## config.mk

```make
export PLATFORM = sky130hd
export DESIGN_NAME = tlb_op_ctrl
export DESIGN_NICKNAME = d
export VERILOG_FILES = /design/src/rtl/tlb_op_ctrl.sv
export SDC_FILE = /design/constraint.sdc
export NUM_CORES = 1
export LEC_CHECK = 0
export BUFFER_PORTS_ARGS = -buffer_cell sky130_fd_sc_hd__buf_2
export CAP_MARGIN = 40
export CORE_AREA = 2 2 178 180
export DETAILED_ROUTE_END_ITERATION = 12
export DIE_AREA = 0 0 180 182
export GPL_ROUTABILITY_DRIVEN = 0
export GPL_TIMING_DRIVEN = 1
export PLACE_DENSITY_LB_ADDON = 0.2
export REMOVE_ABC_BUFFERS = 1
export SLEW_MARGIN = 0
export SYNTH_ARGS = -nofsm -noshare
export SYNTH_HDL_FRONTEND = slang
export SYNTH_SLANG_ARGS = --single-unit
```

## constraint.sdc

```tcl
create_clock -name clk -period 16 [get_ports clk]
set_clock_uncertainty 0.15 [all_clocks]
set_input_delay 1.6 -clock clk [delete_from_list [all_inputs] [get_ports clk]]
set_output_delay 1.6 -clock clk [all_outputs]
set_load 0.01 [all_outputs]
```

## src/rtl/tlb_op_ctrl.sv

```systemverilog
// CP0-side TLB instruction sequencer (TLBP/TLBR/TLBWI/TLBWR) that also owns the Random register.
// Optional REQ-state watchdog enabled by defining TLB_OP_WATCHDOG_EN.
module tlb_op_ctrl #(
  parameter int unsigned TLBEntries = 32,
  parameter int unsigned IDX_W      = 5
) (
  input  logic              clk,
  input  logic              rst,
  input  logic              op_valid,
  input  logic [1:0]        op_code,
  output logic              op_ready,
  output logic              op_done,
  output logic              op_err,
  input  logic              flush,
  input  logic [IDX_W-1:0]  cp0_index,
  input  logic [31:0]       cp0_entryhi,
  input  logic [31:0]       cp0_entrylo0,
  input  logic [31:0]       cp0_entrylo1,
  input  logic [IDX_W-1:0]  cp0_wired,
  input  logic              cp0_wired_we,
  output logic [IDX_W-1:0]  random,
  output logic [2:0]        tlb_req,
  output logic [IDX_W-1:0]  tlb_index,
  output logic [31:0]       tlb_entryhi,
  output logic [31:0]       tlb_entrylo0,
  output logic [31:0]       tlb_entrylo1,
  input  logic              tlb_done,
  input  logic              tlb_probe_hit,
  input  logic [IDX_W-1:0]  tlb_probe_idx,
  input  logic [31:0]       tlb_res_entryhi,
  input  logic [31:0]       tlb_res_entrylo0,
  input  logic [31:0]       tlb_res_entrylo1,
  output logic              wb_index_we,
  output logic [31:0]       wb_index,
  output logic              wb_tlb_we,
  output logic [31:0]       wb_entryhi,
  output logic [31:0]       wb_entrylo0,
  output logic [31:0]       wb_entrylo1
);

  localparam logic [IDX_W-1:0] RandMax = IDX_W'(TLBEntries - 1);

  localparam logic [1:0] OpTlbp  = 2'b00;
  localparam logic [1:0] OpTlbr  = 2'b01;
  localparam logic [1:0] OpTlbwi = 2'b10;
  localparam logic [1:0] OpTlbwr = 2'b11;

  typedef enum logic [1:0] {StIdle, StReq, StWb} state_e;

  state_e           state;
  logic [1:0]       op_q;
  logic [IDX_W-1:0] random_d;
  logic             idx_bad;
  logic             uses_index;

`ifdef TLB_OP_WATCHDOG_EN
  logic [3:0]       wd_cnt;
`endif

  // Index may be wider than log2(TLBEntries), so out-of-range is a real compare.
  assign idx_bad    = 32'(cp0_index) >= TLBEntries;
  assign uses_index = (op_code == OpTlbr) || (op_code == OpTlbwi);

  always_comb begin
    random_d = random - 1'b1;
    if (cp0_wired_we || (cp0_wired >= RandMax) || (random <= cp0_wired)) begin
      random_d = RandMax;
    end
  end

  always_ff @(posedge clk or posedge rst) begin
    if (rst) begin
      random <= RandMax;
    end else begin
      random <= random_d;
    end
  end

  always_ff @(posedge clk or posedge rst) begin
    if (rst) begin
      state        <= StIdle;
      op_q         <= OpTlbp;
      op_ready     <= 1'b1;
      op_done      <= 1'b0;
      tlb_req      <= 3'd0;
      tlb_index    <= '0;
      tlb_entryhi  <= '0;
      tlb_entrylo0 <= '0;
      tlb_entrylo1 <= '0;
      wb_index_we  <= 1'b0;
      wb_index     <= '0;
      wb_tlb_we    <= 1'b0;
      wb_entryhi   <= '0;
      wb_entrylo0  <= '0;
      wb_entrylo1  <= '0;
`ifdef TLB_OP_WATCHDOG_EN
      op_err       <= 1'b0;
      wd_cnt       <= '0;
`endif
    end else begin
      op_done     <= 1'b0;
      wb_index_we <= 1'b0;
      wb_tlb_we   <= 1'b0;
`ifdef TLB_OP_WATCHDOG_EN
      op_err      <= 1'b0;
`endif
      unique case (state)
        StIdle: begin
          if (op_valid) begin
            op_q         <= op_code;
            op_ready     <= 1'b0;
            tlb_entryhi  <= cp0_entryhi;
            tlb_entrylo0 <= cp0_entrylo0;
            tlb_entrylo1 <= cp0_entrylo1;
            tlb_index    <= (op_code == OpTlbwr) ? random : cp0_index;
            if (uses_index && idx_bad) begin
              // Bad index: complete without touching the TLB or CP0.
              state   <= StWb;
              op_done <= 1'b1;
            end else begin
              state   <= StReq;
              tlb_req <= {1'b0, op_code} + 3'd1;
`ifdef TLB_OP_WATCHDOG_EN
              wd_cnt  <= '0;
`endif
            end
          end
        end
        StReq: begin
          if (flush) begin
            state    <= StIdle;
            tlb_req  <= 3'd0;
            op_ready <= 1'b1;
          end else if (tlb_done) begin
            state   <= StWb;
            tlb_req <= 3'd0;
            op_done <= 1'b1;
            if (op_q == OpTlbp) begin
              wb_index_we <= 1'b1;
              wb_index    <= {~tlb_probe_hit, {(31 - IDX_W){1'b0}},
                              tlb_probe_hit ? tlb_probe_idx : {IDX_W{1'b0}}};
            end else if (op_q == OpTlbr) begin
              wb_tlb_we   <= 1'b1;
              wb_entryhi  <= tlb_res_entryhi;
              wb_entrylo0 <= tlb_res_entrylo0;
              wb_entrylo1 <= tlb_res_entrylo1;
            end
          end
`ifdef TLB_OP_WATCHDOG_EN
          // 15th REQ cycle without tlb_done aborts the op.
          else if (wd_cnt == 4'd14) begin
            state    <= StIdle;
            tlb_req  <= 3'd0;
            op_ready <= 1'b1;
            op_err   <= 1'b1;
          end else begin
            wd_cnt <= wd_cnt + 4'd1;
          end
`endif
        end
        StWb: begin
          state    <= StIdle;
          op_ready <= 1'b1;
        end
        default: begin
          state    <= StIdle;
          tlb_req  <= 3'd0;
          op_ready <= 1'b1;
        end
      endcase
    end
  end

`ifndef TLB_OP_WATCHDOG_EN
  assign op_err = 1'b0;
`endif

endmodule

```

==> results of run 1 <==
==> placed cells by master, fill, tap and decap left out, types with 5 or more instances in the layout <==
cell type  count
nor2_1         8
buf_4          5
mux2_4        12
mux2i_1        6
dfstp_2        6
nand3_1        5
mux2_2       165
a21oi_1        9
ha_1           7
conb_1        27
mux2_1        17
inv_1         17
dfrtp_1      213
clkbuf_1       9
clkbuf_16     25
o21ai_0        5
nand2_1        7
buf_2        431
==> worst register-to-register path: stages (launching register included) <==
cell      delay (ns)
dfrtp_1         0.45
nand2b_1        0.25
nor2_4          0.10
buf_4           0.59
buf_4           0.74
mux2_2          0.44
==> kinds of logic (layout without fill, tap and decap cells) <==
group / count (synthesis) / after routing
DFF: 219 / 219
buffers and inverters: 69 / 501
adders and majority gates: 7 / 7
xor gates and xnor gates: 3 / 3
AOI/OAI and AO/OA: 22 / 22
other: 1 / 27
muxes: 200 / 200
and+or+nand+nor: 30 / 30
==> final timing paths <==
path	start	endpoint	cells after the start
worst min register to register	random[0]$_DFF_PP1_	random[0]$_DFF_PP1_	1
min in group asynchronous	rst	wb_entryhi[4]$_DFFE_PP0P_	2
worst min-delay path	random[0]$_DFF_PP1_	random[0]$_DFF_PP1_	1
worst max register to register	state[0]$_DFFE_PP0P_	tlb_entrylo1[7]$_DFFE_PP0P_	5
max in group asynchronous	rst	tlb_entryhi[14]$_DFFE_PP0P_	4
worst max-delay path	op_valid	tlb_entrylo1[7]$_DFFE_PP0P_	6
==> layout make-up <==
type	instances	area [µm²]	share of cell area (%)
flip-flops and latches	219	5490	45.9
multi-input cells	289	2820	23.5
repair buffers	438	2250	18.8
clock buffers	36	687	5.74
well taps	402	503	4.20
clock inverters	9	148	1.23
inverters	18	75.1	0.627
==> flip-flops by register name (all words and copies together) (netlist names), 5 cells and up <==
signal and cells:
wb_entryhi 32, tlb_entryhi 32, tlb_entrylo0 32, wb_entrylo0 32, tlb_index 5, random 5, wb_entrylo1 32, wb_index 6
tlb_entrylo1 32
==> per-layer routing <==
layer / wire, µm / up-vias / track usage [%]
li1: - / 2745 / -
met1: 8660 / 2915 / 15.3
met2: 11700 / 219 / 23.4
met3: 1550 / 39 / 3.59
met4: 524 / 0 / 4.20
met5: 0 / - / 0
==> power by group <==
group	leakage (µW)	switching, µW	internal [µW]	total (µW)
clock network	0.000405	221	362	583
registers	0.00264	91.4	744	835
logic	0.00309	276	293	570
==> through the flow <==
| step | instances | total power (µW) | util, % | worst slack (ns) |
|---|---|---|---|---|
| 2_1_floorplan | 526 | 1140 | - | 8.27 |
| 3_3_place_gp | 1363 | 1410 | 35.7 | 12.05 |
| 3_5_place_dp | 1366 | 1430 | 35.9 | 12.05 |
| 4_1_cts | 1411 | 2030 | 38.6 | 12.59 |
| 5_1_grt | 1411 | 2100 | 38.6 | 12.43 |
| 6_report | 1411 | 1990 | 38.6 | 12.58 |
==> impl_metrics.json, run 1 <==
{
  "max_slew_margin_pct": 40.7,
  "leakage_uw": 0.00614,
  "gr-total-overflow": 0,
  "postRouteAntennaNets": 0,
  "synth_cells": 551,
  "grt_max_degree": 88,
  "clk_latency_ns": 0.51,
  "num_rows": 65,
  "ctsHtreeMaxLevel": 1,
  "drc": 0,
  "min_period_over_period_pct": 21.4,
  "dp_hpwl_mm": 16.7,
  "cp_common_cell": "buf_4",
  "start_kind": "input pin",
  "hold_buffers": 0,
  "num_vias": 5918,
  "viasPerCell": 4.19,
  "async_flop_share_pct": 100,
  "synth_mux_area_share_pct": 26.5,
  "ios": 458,
  "wl_per_cell_um": 15.9,
  "synth_common_cells": "213 x dfrtp_1, 165 x mux2_2, 34 x buf_4",
  "synth_top_family_by_area": "multiplexers",
  "peakVddDrop_mv": 0.0823,
  "path_clk_slew_ns": 0.06,
  "synth_top_area_share_pct": 61.8,
  "syn-cell-area_um2": 8620,
  "cts_tree": "done",
  "cts-resized-gates": 0,
  "run_status": "finished clean",
  "synthXorXnorAreaFrac_pct": 0.305,
  "path_class": "input pin to flop",
  "synth_most_common_cell": "dfrtp_1",
  "die_w_um": 180,
  "cts_buffer_depth": 3,
  "ys_ff_latch": 219,
  "setup_viol": 0,
  "p_per_area_nw_per_um2": 166,
  "tightest_slew_ns": 0.889,
  "finalHoldViolCount": 0,
  "cts_num_sinks": 219,
  "synth_area_leaders": "dfrtp_1 62%, mux2_2 22%, buf_4 3.0%, mux2_1 2.2%, mux2_4 2.1%",
  "coreArea_um2": 31000,
  "synth_warnings": 0,
  "synth-compound-area-share_pct": 1.57,
  "crit_buf_inv": 3,
  "yosys_most_used_dff": "dfrtp_1",
  "arrival_ns": 3.66,
  "post_cts_buffers": 0,
  "drive_gt1_share_pct": 65.6,
  "synth_edf_count": 0,
  "firstDrtPassIters": 4,
  "synth-seq-area-share_pct": 63.6,
  "grt_pass1_wl_mm": 34.6,
  "die_h_um": 182,
  "dieArea_um2": 32800,
  "antenna_found_initial": 0,
  "crit_family": "buffers and inverters",
  "synthAdderAreaFrac_pct": 1.02,
  "routed_wl_mm": 22.4,
  "synth_top_cell_by_area": "dfrtp_1",
  "dr.first_iter.drc_count": 152,
  "synthDistinctLibCells": 32,
  "placed_cell_area_um2": 11100,
  "grt_usage_pct": 13.1,
  "maxCapViolCount": 0,
  "max_freq_ghz": 0.293,
  "synth-simple-area-share_pct": 1.89,
  "min_period_ns": 3.42,
  "grt_pass1_vias": 6061,
  "fin_tns_setup_ns": 0,
  "cp_cell_sequence": "buf_2 > nand2b_1 > nor2_4 > buf_4 > buf_4 > mux2_2",
  "hp-class": "flop to flop",
  "finalMaxSlewViolations": 0,
  "r2r_slack_ns": 13.18,
  "port_buffers": 430,
  "hold_ws_ns": 0.324,
  "nets": 1214,
  "antenna_cells": 0,
  "start_util_pct": 27.8,
  "cp_slowest_cell": "buf_4",
  "areaGrowthSynthToFinish_pct": 38.7,
  "final_cell_area_um2": 12000,
  "worstPathMaxFanout": 60,
  "avgSynthCellArea_um2": 15.7,
  "rsz0062_at_grt": "no",
  "slowest_delay_ns": 0.68,
  "required_ns": 16.24,
  "root_buffer": "clkbuf_16",
  "crit_path_end_kind": "flop",
  "fillers": 3085,
  "numCtsBuffers": 25
}
Power figures use the tool's default switching activity.
==> inputs of run 2 (changes only) <==
clock period = 3.5 ns   (was 16 ns; I/O delays follow)
==> run 2 against run 1 <==
Compared with the run above: register-to-register slack got worse by 12 ns; sequential cell count unchanged; sequential power rose to 4.6 times the previous value; global-route usage rose by 1.6 points; first-iteration DRC count unchanged; cell area grew 18%; total power grew to 4.7 times the previous value; core utilization increased by 7.1 points; critical path type unchanged; critical path depth is 1 higher.
==> impl_metrics.json, run 2 (synthesized netlist as in run 1, its figures left out) <==
{
  "run_status": "finished clean",
  "dieArea_um2": 32800,
  "worstPathMaxFanout": 40,
  "hp-class": "input pin to flop",
  "nets": 1429,
  "final_cell_mix": "430 x buf_2, 214 x dlygate4sd3_1, 213 x dfrtp_1",
  "cts_tree": "done",
  "postRouteAntennaNets": 0,
  "grt_max_degree": 107,
  "start_kind": "input pin",
  "die_h_um": 182,
  "rsz0062_at_grt": "no",
  "final_cells": 1625,
  "crit_path_end_kind": "flop",
  "num_rows": 65,
  "coreArea_um2": 31000,
  "cp_cell_sequence": "dlygate4sd3_1 > buf_2 > nand4bb_4 > nor2_1 > nand2_4 > buf_12 > mux2_1",
  "tightest_slew_ns": 0.767,
  "die_w_um": 180,
  "dr.first_iter.drc_count": 152,
  "drive_gt1_share_pct": 54.5,
  "min_period_ns": 2.22,
  "port_buffers": 430,
  "hold_path_end": "random[4]$_DFF_PP1_",
  "firstDrtPassIters": 4,
  "cp_slowest_cell": "dlygate4sd3_1",
  "arrival_ns": 2.47,
  "peakVddDrop_mv": 0.395,
  "holdCritStartpoint": "cp0_wired_we",
  "wl_per_cell_um": 15.4,
  "ctsHtreeMaxLevel": 1,
  "required_ns": 3.75,
  "grt_usage_pct": 14.7,
  "hold_depth": 4,
  "areaGrowthSynthToFinish_pct": 64.2,
  "path_class": "input pin to flop",
  "root_buffer": "clkbuf_16",
  "dp.cells": 1366,
  "grt_pass1_vias": 7337,
  "timing.rr.end": "wb_entrylo1[20]$_DFFE_PP0P_",
  "antenna_found_initial": 0,
  "ios": 458,
  "drc": 0,
  "cts_num_sinks": 219,
  "slowest_delay_ns": 0.54,
  "finalMaxSlewViolations": 0,
  "r2r_start": "state[1]$_DFFE_PP0P_",
  "rr_worst_depth": 5,
  "setup_viol": 0,
  "routed_wl_mm": 24.9,
  "gr-total-overflow": 0,
  "p_per_area_nw_per_um2": 659,
  "dp_hpwl_mm": 16.8,
  "path_clk_slew_ns": 0.05,
  "maxCapViolCount": 0,
  "pre_cts_slack_ns": 1.29,
  "min_period_over_period_pct": 63.5,
  "final_common_cell": "buf_2",
  "max_slew_margin_pct": 48.9,
  "antenna_cells": 0,
  "numCtsBuffers": 26,
  "fin_tns_setup_ns": 0,
  "r2r_slack_ns": 1.30,
  "cts-resized-gates": 0,
  "hold_buffers": 214,
  "finalHoldViolCount": 0,
  "start_util_pct": 27.8,
  "max_freq_ghz": 0.450,
  "num_vias": 6792,
  "grt_pass1_wl_mm": 39.1,
  "cts_buffer_depth": 3,
  "viasPerCell": 4.18,
  "final.setup.worst_slack_ns": 1.28,
  "leakage_uw": 0.00704,
  "post_cts_buffers": 0,
  "clk_latency_ns": 0.52
}
[run 2: final cells by class]
cell class	count	area (µm²)
sequential	219	5490
inverter	18	75.1
clock buffer	39	791
multi-input combinational	289	2820
fill	2849	16800
timing repair buffer	652	4430
tap	402	503
clock inverter	6	61.3
[run 2: power by group]
part | internal [µW] | switching, µW | leakage [µW] | total, µW
sequential | 3400 | 430 | 0.00264 | 3830
combinational | 1500 | 1330 | 0.00398 | 2830
clock | 1620 | 1050 | 0.000419 | 2670
[run 2: worst max path at each step]
stage                               from                          end
global placement                   flush  wb_entrylo1[20]$_DFFE_PP0P_
global route        state[1]$_DFFE_PP0P_  wb_entrylo1[20]$_DFFE_PP0P_
floorplan                            rst            op_done$_DFF_PP0_
CTS                 state[1]$_DFFE_PP0P_  wb_entrylo1[20]$_DFFE_PP0P_
detailed placement  state[1]$_DFFE_PP0P_  wb_entrylo1[20]$_DFFE_PP0P_
finish                             flush  wb_entrylo1[20]$_DFFE_PP0P_
[run 2: metrics by stage]
stage / power (µW) / util (%) / instance area, µm² / hold WS [ns]
3_3_place_gp: 6480 / 36.0 / 11200 / 0.317
3_5_place_dp: 6530 / 36.0 / 11200 / 0.320
4_1_cts: 9470 / 45.7 / 14200 / 0.0287
6_report: 9340 / 45.7 / 14200 / 0.0593
5_1_grt: 9880 / 45.7 / 14200 / 0.0637
2_1_floorplan: 5220 / - / 8360 / 0.293
[run 2: worst max-delay path: cells and delay by family]
kind,cells,cell delay (ns)
buf+inv,3,1.01
simple gates,3,0.73
mux,1,0.32
[run 2: metal layers]
metal / share of wire (%) / GRT usage, %
met3: 5.7 / 3.09
met2: 53 / 26.8
met5: 0 / 0
met4: 2.9 / 5.30
met1: 39 / 17.0
